**src/rtl/herring_pkg.sv**
```systemverilog
// Shared definitions for the herring PHI2 clock controller: phase state encoding,
// phase counter width and the slow I/O window decode.
package herring_pkg;

  localparam int PHASE_CNT_W = 16;
  localparam int ADDR_HI_W   = 6;  // address[15:10] as seen by the CPLD
  localparam int IO_PREFIX_W = 5;
  localparam logic [IO_PREFIX_W-1:0] IO_WINDOW_PREFIX = 5'b10000;

  typedef enum logic [1:0] {
    ST_LOW     = 2'd0,
    ST_HIGH    = 2'd1,
    ST_STRETCH = 2'd2,
    ST_HALT    = 2'd3
  } phase_state_e;

  // True for 0x8000-0x87FF; the don't-care bits are masked rather than dropped.
  function automatic logic in_io_window(input logic [ADDR_HI_W-1:0] addr_hi);
    logic [ADDR_HI_W-1:0] mask;
    logic [ADDR_HI_W-1:0] match;
    mask  = {{IO_PREFIX_W{1'b1}}, {(ADDR_HI_W-IO_PREFIX_W){1'b0}}};
    match = {IO_WINDOW_PREFIX, {(ADDR_HI_W-IO_PREFIX_W){1'b0}}};
    return (addr_hi & mask) == match;
  endfunction

endpackage

```
**src/rtl/herring_sync_edge.sv**
```systemverilog
// Two-flop synchronizer for an asynchronous level input followed by a
// registered one-cycle rising-edge pulse.
module herring_sync_edge (
  input  logic clk_src,
  input  logic reset_n,
  input  logic din,
  output logic rise
);

  // [0],[1] are the synchronizer, [2] holds the previous synchronized level
  logic [2:0] sync_q;
  logic       rise_q;

  always_ff @(posedge clk_src or negedge reset_n) begin
    if (!reset_n) begin
      sync_q <= '0;
      rise_q <= 1'b0;
    end else begin
      sync_q <= {sync_q[1:0], din};
      rise_q <= sync_q[1] & ~sync_q[2];
    end
  end

  assign rise = rise_q;

endmodule

```
**src/rtl/herring_clock_ctrl.sv**
```systemverilog
// 65C02 PHI2 generator: phase FSM with I/O-window high-phase stretching,
// halt with PHI2 held low, and single-step from a debounced button.
module herring_clock_ctrl
  import herring_pkg::*;
#(
  parameter int HALF_PERIOD = 16,
  parameter int IO_WAIT     = 24
) (
  input  logic         clk_src,
  input  logic         reset_n,
  input  logic [15:10] address,
  input  logic         run,
  input  logic         step,
  output logic         cpu_clk_in,
  output logic         halted,
  output logic         io_wait
);

  localparam logic [PHASE_CNT_W-1:0] PHASE_LAST   = PHASE_CNT_W'(HALF_PERIOD - 1);
  localparam logic [PHASE_CNT_W-1:0] STRETCH_LAST = PHASE_CNT_W'(IO_WAIT - 1);
  localparam logic                   STRETCH_EN   = (IO_WAIT > 0);

  phase_state_e           state_q, state_d;
  logic [PHASE_CNT_W-1:0] cnt_q, cnt_d;
  logic                   io_hit_q, io_hit_d;
  logic                   step_pending_q, step_pending_d;
  logic                   step_rise;
  logic                   enter_high;

  herring_sync_edge u_step_sync (
    .clk_src (clk_src),
    .reset_n (reset_n),
    .din     (step),
    .rise    (step_rise)
  );

  always_comb begin
    state_d        = state_q;
    cnt_d          = cnt_q + PHASE_CNT_W'(1);
    io_hit_d       = io_hit_q;
    enter_high     = 1'b0;
    step_pending_d = step_pending_q;

    unique case (state_q)
      ST_LOW: begin
        if (cnt_q == PHASE_LAST) begin
          cnt_d    = '0;
          io_hit_d = in_io_window(address);
          if (run || step_pending_q) begin
            state_d    = ST_HIGH;
            enter_high = 1'b1;
          end else begin
            state_d = ST_HALT;
          end
        end
      end
      ST_HIGH: begin
        if (cnt_q == PHASE_LAST) begin
          cnt_d   = '0;
          state_d = (io_hit_q && STRETCH_EN) ? ST_STRETCH : ST_LOW;
        end
      end
      ST_STRETCH: begin
        if (cnt_q == STRETCH_LAST) begin
          cnt_d   = '0;
          state_d = ST_LOW;
        end
      end
      ST_HALT: begin
        // Low time was already met before halting, so leave straight to HIGH.
        cnt_d = '0;
        if (run || step_pending_q) begin
          io_hit_d   = in_io_window(address);
          state_d    = ST_HIGH;
          enter_high = 1'b1;
        end
      end
      default: begin
        cnt_d   = '0;
        state_d = ST_LOW;
      end
    endcase

    // A step edge coinciding with entry to HIGH is absorbed by that entry.
    if (enter_high) begin
      step_pending_d = 1'b0;
    end else if (step_rise && !run) begin
      step_pending_d = 1'b1;
    end
  end

  always_ff @(posedge clk_src or negedge reset_n) begin
    if (!reset_n) begin
      state_q        <= ST_LOW;
      cnt_q          <= '0;
      io_hit_q       <= 1'b0;
      step_pending_q <= 1'b0;
      cpu_clk_in     <= 1'b0;
      halted         <= 1'b0;
      io_wait        <= 1'b0;
    end else begin
      state_q        <= state_d;
      cnt_q          <= cnt_d;
      io_hit_q       <= io_hit_d;
      step_pending_q <= step_pending_d;
      cpu_clk_in     <= (state_d == ST_HIGH) || (state_d == ST_STRETCH);
      halted         <= (state_d == ST_HALT);
      io_wait        <= (state_d == ST_STRETCH);
    end
  end

endmodule

```
**config.mk**
```make
export PLATFORM = sky130hd
export DESIGN_NAME = herring_clock_ctrl
export DESIGN_NICKNAME = d
export VERILOG_FILES = /design/src/rtl/herring_pkg.sv /design/src/rtl/herring_sync_edge.sv /design/src/rtl/herring_clock_ctrl.sv
export SDC_FILE = /design/constraint.sdc
export NUM_CORES = 1
export LEC_CHECK = 0
export ABC_AREA = 1
export CAP_MARGIN = 10
export CORE_UTILIZATION = 60
export CTS_CLUSTER_DIAMETER = 80
export DETAILED_ROUTE_END_ITERATION = 7
export PLACE_DENSITY_LB_ADDON = 0.3
export SYNTH_ARGS = -nofsm -noshare
export SYNTH_HDL_FRONTEND = slang
export SYNTH_SLANG_ARGS = --single-unit
```
**constraint.sdc**
```tcl
create_clock -name clk_src -period 5.5 [get_ports clk_src]
set_clock_uncertainty 0.15 [all_clocks]
set_input_delay 1.65 -clock clk_src [delete_from_list [all_inputs] [get_ports clk_src]]
set_output_delay 1.65 -clock clk_src [all_outputs]
set_load 0.005 [all_outputs]
```
After elaboration in Yosys (flattened, before gate mapping) --
Index checks and enable logic that the tools add are counted. Widths: inputs -> output; s select.
Storage, ports and cells: bits in registers 27, bits of input ports 10, output and inout port bits 3
Operators by class: add/subtract/negate cells 1, equal/unequal tests 11, multiplexer cells 18, bitwise gates (word level) 2, reductions and logical operators 9
Operators by type and width (count):
- $pmux 16 s3 | 1
- $mux 16 | 2
- $add 16x1->16 const B | 1
- $eq 16x4->1 const B | 1
- $eq 16x5->1 const B | 1
- $mux 2 | 6
- $eq 2x2->1 const B | 4
- $pmux 2 s4 | 1
- $mux 1 | 6
- $eq 5x5->1 const B | 1
- $eq 2x1->1 const B | 2
- $ne 2x2->1 const B | 2
- $pmux 1 s2 | 2
- $reduce_bool 2->1 | 2
- $reduce_and 3->1 | 1
- $logic_not 2->1 | 1
- $logic_or 1x1->1 | 2
- $reduce_or 2->1 | 1
- $and 1x1->1 | 1
- $logic_and 1x1->1 | 1
- $logic_not 1->1 | 1
- $not 1->1 | 1

Depth between registers and ports, before layout --
depth in word-level cells 6, depth in mapped cells 14, depth with buffers taken out 14

Cells and area by module --
Synthesis repeated with hierarchy kept, for this count alone.
Second synthesis, totals: cells, all modules 169, area, all modules 1402.6 µm²
Modules (own cells, without submodules):
- herring_clock_ctrl | instances 1, cells an instance 163, area an instance 1292.5 µm², seq. area each 575.6 µm²
- herring_sync_edge | instances 1, cells an instance 6, area an instance 110.1 µm², seq. area each 100.1 µm²

Worst setup path before layout --
OpenSTA, ideal clock, no wires.
path type input-to-reg, start point input run, end point register cpu_clk_in, library setup time 0.063 ns, arrival time 2.398 ns, setup slack 2.889 ns, cell stages on the path 9, buffers on the path 0, cells stage by stage nor2_1 -> nand2_1 -> nand2_1 -> nand2_1 -> nand2_1 -> nand2_1 -> nand2_1 -> ha_1 -> inv_1
On the way: word-level cells in the longest chain between the ends 6, elaborated cells on any way between the ends 8, those cells by class eq/ne: 2; mux: 4; reduce/logical: 2
Ends and longest elaborated chain:
- start, declared | RTL line herring_clock_ctrl.sv:12 | input logic run,
- $logic_or 1x1->1 * | RTL line herring_clock_ctrl.sv:49, herring_clock_ctrl.sv:72
- $mux 2 | RTL line herring_clock_ctrl.sv:49 | if (run || step_pending_q) begin
- $mux 2 | RTL line herring_clock_ctrl.sv:46 | if (cnt_q == PHASE_LAST) begin
- $pmux 2 s4 * | RTL line herring_clock_ctrl.sv:44 | unique case (state_q)
- net state_d[1] | RTL line herring_clock_ctrl.sv:23 | phase_state_e state_q, state_d;
- $eq 2x1->1 / $eq 2x2->1 (equally long branches) | RTL line herring_clock_ctrl.sv:106 | cpu_clk_in <= (state_d == ST_HIGH) || (state_d == ST_STRETCH);
- $logic_or 1x1->1 * | RTL line herring_clock_ctrl.sv:106
- end signal, assigned | RTL line herring_clock_ctrl.sv:106
- end, declared | RTL line herring_clock_ctrl.sv:14 | output logic cpu_clk_in,
Mark *: on every way through the listed nets, which the timed path passes. The rest lies on a longest branch. A chain may end at the register's enable or synchronous reset.

Worst setup path in the final report --
start point register halted, end point output halted
RTL lines:
- start, declared | RTL line herring_clock_ctrl.sv:15 | output logic halted,
- start signal, assigned | RTL line herring_clock_ctrl.sv:107 | halted <= (state_d == ST_HALT);
No word-level cell between the ends.

==> out/summary.txt <==
Sink Count: 27
leakage dissipation: 0.8186 nW
switch share: 39.07%
clock share of power: 16.1%
post-synthesis sequential area ratio: 48.47%
drt drc: 0
initial antenna violation count: 0
Critical Path Sink Type: output port
GRT Total Usage: 24.26%
CP bufs+invs: 1
CP top delay family: buffers and inverters
clk buf depth: 2
post_cts resized: 0
vias in the first global route: 1152
Top Metal Used: met4
worst-path cell chain: clkdlybuf4s50_1
die width: 50.20 um
Hold Path Class: flop to flop
final setup TNS: 0 ns
starting density of the core: 63.62%
# hold bufs at CTS: 0
Max-cap violations: 0
Worst path slowest cell: clkdlybuf4s50_1
root buf cell: clkbuf_4
first-pass GRT wire length: 4.498 mm
Post-DP HPWL: 1.972 mm
Fmax achieved: 0.3347 GHz
wire per inst: 12.01 um
pwr dens: 357.4 mW/mm2
Post-Syn Nets: 188
synthesized netlist cell count: 170
Gate power share: 36.4%
met2 routed WL: 1.288 mm
Worst-Margin Slew: 0.3493 ns
clock transition at the registers of the reported paths: 0.15 ns
Pint: 0.3434 mW
max incr delay on CP: 0.50 ns
Post-CTS Setup Bufs: 0
cts bufs inserted: 3
I/O pin cnt: 13
Slew HR: 76.46%
Die H: 50.20 um
Vias/cell: 5.117
DR vias: 1095
P_sw: 0.2201 mW
CP max FO: 1
grt total ovfl: 0
synthesized area: 0.001394 mm2
DRT antenna net count: 0
Setup CP Type: flop to output port
met1 WL: 1.119 mm
area delta synth->final: 13.11%
synth warn: 0
Site Rows: 17
Pwr Total: 0.5635 mW
Seq pwr share: 47.5%
worst skew pair latency: 0.34 ns
layout cell share with drive strength beyond 1: 10.75%
data arrival time of the critical path: 1.19 ns
status: finished clean
final worst path period share: 54.32%
I/O Buffers: 11
synthesized area per cell: 8.199 um2
worst endpoint required time: 3.70 ns
Total Nets Final: 205
final hold viol count: 0
post-synth cell types: 21
Finished Layout Cells: 214
WL final: 2.570 mm
Max Slew Vio Count: 0
Final Critical Period: 2.988 ns
RSZ-0062 raised after global routing: false
maximum vdd drop: 0.0002915 V
# setup viols final: 0
First DRT Iteration DRCs: 17
critical path startpoint category: flop
DIE AREA: 0.002520 mm2
core area: 0.002191 mm2
H-tree depth: 1
Routed met3 length: 114 um
Pre-antenna DRT Iters: 4
Inserted Diodes: 0
TritonCTS clock tree: yes
#FFs+latches synth: 27
placer congestion estimate: 0.8676
Placed Cells: 210
largest net degree at the start of global routing: 28
layout by cell type (no fill, tap or decap), drive strengths merged:
| cell type | netlist | routed |
|---|---|---|
| a21oi | 4 | 4 |
| xnor2 | 1 | 1 |
| inv | 24 | 24 |
| clkinvlp | 0 | 1 |
| dfrtp | 27 | 27 |
| clkbuf | 0 | 3 |
| nand3 | 10 | 10 |
| buf | 0 | 1 |
| o21ai | 6 | 6 |
| nor2 | 37 | 37 |
| xor2 | 3 | 3 |
| or2 | 2 | 2 |
| o211ai | 1 | 1 |
| nor3 | 2 | 2 |
| nand2 | 43 | 43 |
| o21bai | 1 | 1 |
| ha | 8 | 8 |
| clkdlybuf4s50 | 0 | 11 |
| nor4 | 1 | 1 |
routing by layer:
metal  GRT usage, %  up-vias
met4          12.38        0
met1          27.18      519
met3          5.758        6
li1               -      550
met5              0        -
met2          42.44       20
flip-flops by register name, indices dropped and copies added (netlist names):
name,cells
step_pending_q,1
halted,1
cnt_q,16
u_step_sync.sync_q,3
io_hit_q,1
io_wait,1
state_q,2
u_step_sync.rise,1
cpu_clk_in,1
kinds of logic after synthesis:
group           after synthesis  share of synthesized area, %
flops                        27                         48.47
xor+xnor                      4                         2.514
buf+inv                      24                         6.463
simple gates                 95                         29.89
fa+ha+maj                     8                         7.182
compound gates               12                         5.476
area by class of cell:
class / count / area, um2
flip-flops and latches: 27 / 675.6
multi-input cells: 119 / 628.1
fillers: 177 / 614.3
repair buffers: 12 / 117.6
inverters: 24 / 90.09
well taps: 28 / 35.03
clock buffers: 3 / 22.52
clock inverters: 1 / 7.507
stage by stage:
step / util [%] / worst slack [ns] / hold WS, ns / area [um2]
2_1_floorplan: - / 2.889 / 0.1812 / 1394
5_1_grt: 71.96 / 2.463 / 0.2346 / 1577
3_3_place_gp: 70.59 / 2.391 / 0.1952 / 1546
6_report: 71.96 / 2.512 / 0.2337 / 1577
3_5_place_dp: 70.59 / 2.280 / 0.1878 / 1546
4_1_cts: 71.96 / 2.505 / 0.2311 / 1577
worst paths after layout:
path                                                 start                         endpoint  slack [ns]  depth (start not counted)
setup / recovery                          halted$_DFF_PN0_                           halted        2.51                          1
hold / removal             u_step_sync.sync_q[0]$_DFF_PN0_  u_step_sync.sync_q[1]$_DFF_PN0_        0.23                          0
setup reg to reg                        cnt_q[0]$_DFF_PN0_             cpu_clk_in$_DFF_PN0_        3.52                         12
hold reg to reg            u_step_sync.sync_q[0]$_DFF_PN0_  u_step_sync.sync_q[1]$_DFF_PN0_        0.23                          0
max in group asynchronous                          reset_n               cnt_q[4]$_DFF_PN0_        3.45                          2
min in group asynchronous                          reset_n             io_hit_q$_DFFE_PN0P_        1.50                          2
power groups by stage:
stage / clock [mW] / combinational [mW] / sequential, mW
after global routing: 0.0977 / 0.237 / 0.272
final: 0.0905 / 0.205 / 0.268
after floorplan: 0 / 0.148 / 0.266
after CTS: 0.0908 / 0.207 / 0.268
after detailed placement: 0 / 0.206 / 0.272
after global placement: 0 / 0.190 / 0.270
synthesized netlist by cell type:
cell	number	area share, %
a21oi_1	4	1.4
dfrtp_1	27	48
ha_1	8	7.2
inv_1	22	5.9
inv_2	2	0.54
nand2_1	40	11
nand2_2	3	1.3
nand3_1	9	3.2
nand3_2	1	0.72
nor2_1	33	8.9
nor2_2	3	1.3
nor2_4	1	0.81
nor3_2	2	1.4
nor4_1	1	0.45
o211ai_1	1	0.54
o21ai_0	5	1.8
o21ai_4	1	1.2
o21bai_1	1	0.54
or2_2	2	0.90
xnor2_1	1	0.63
xor2_1	3	1.9
(Power assumes the default switching activity.)
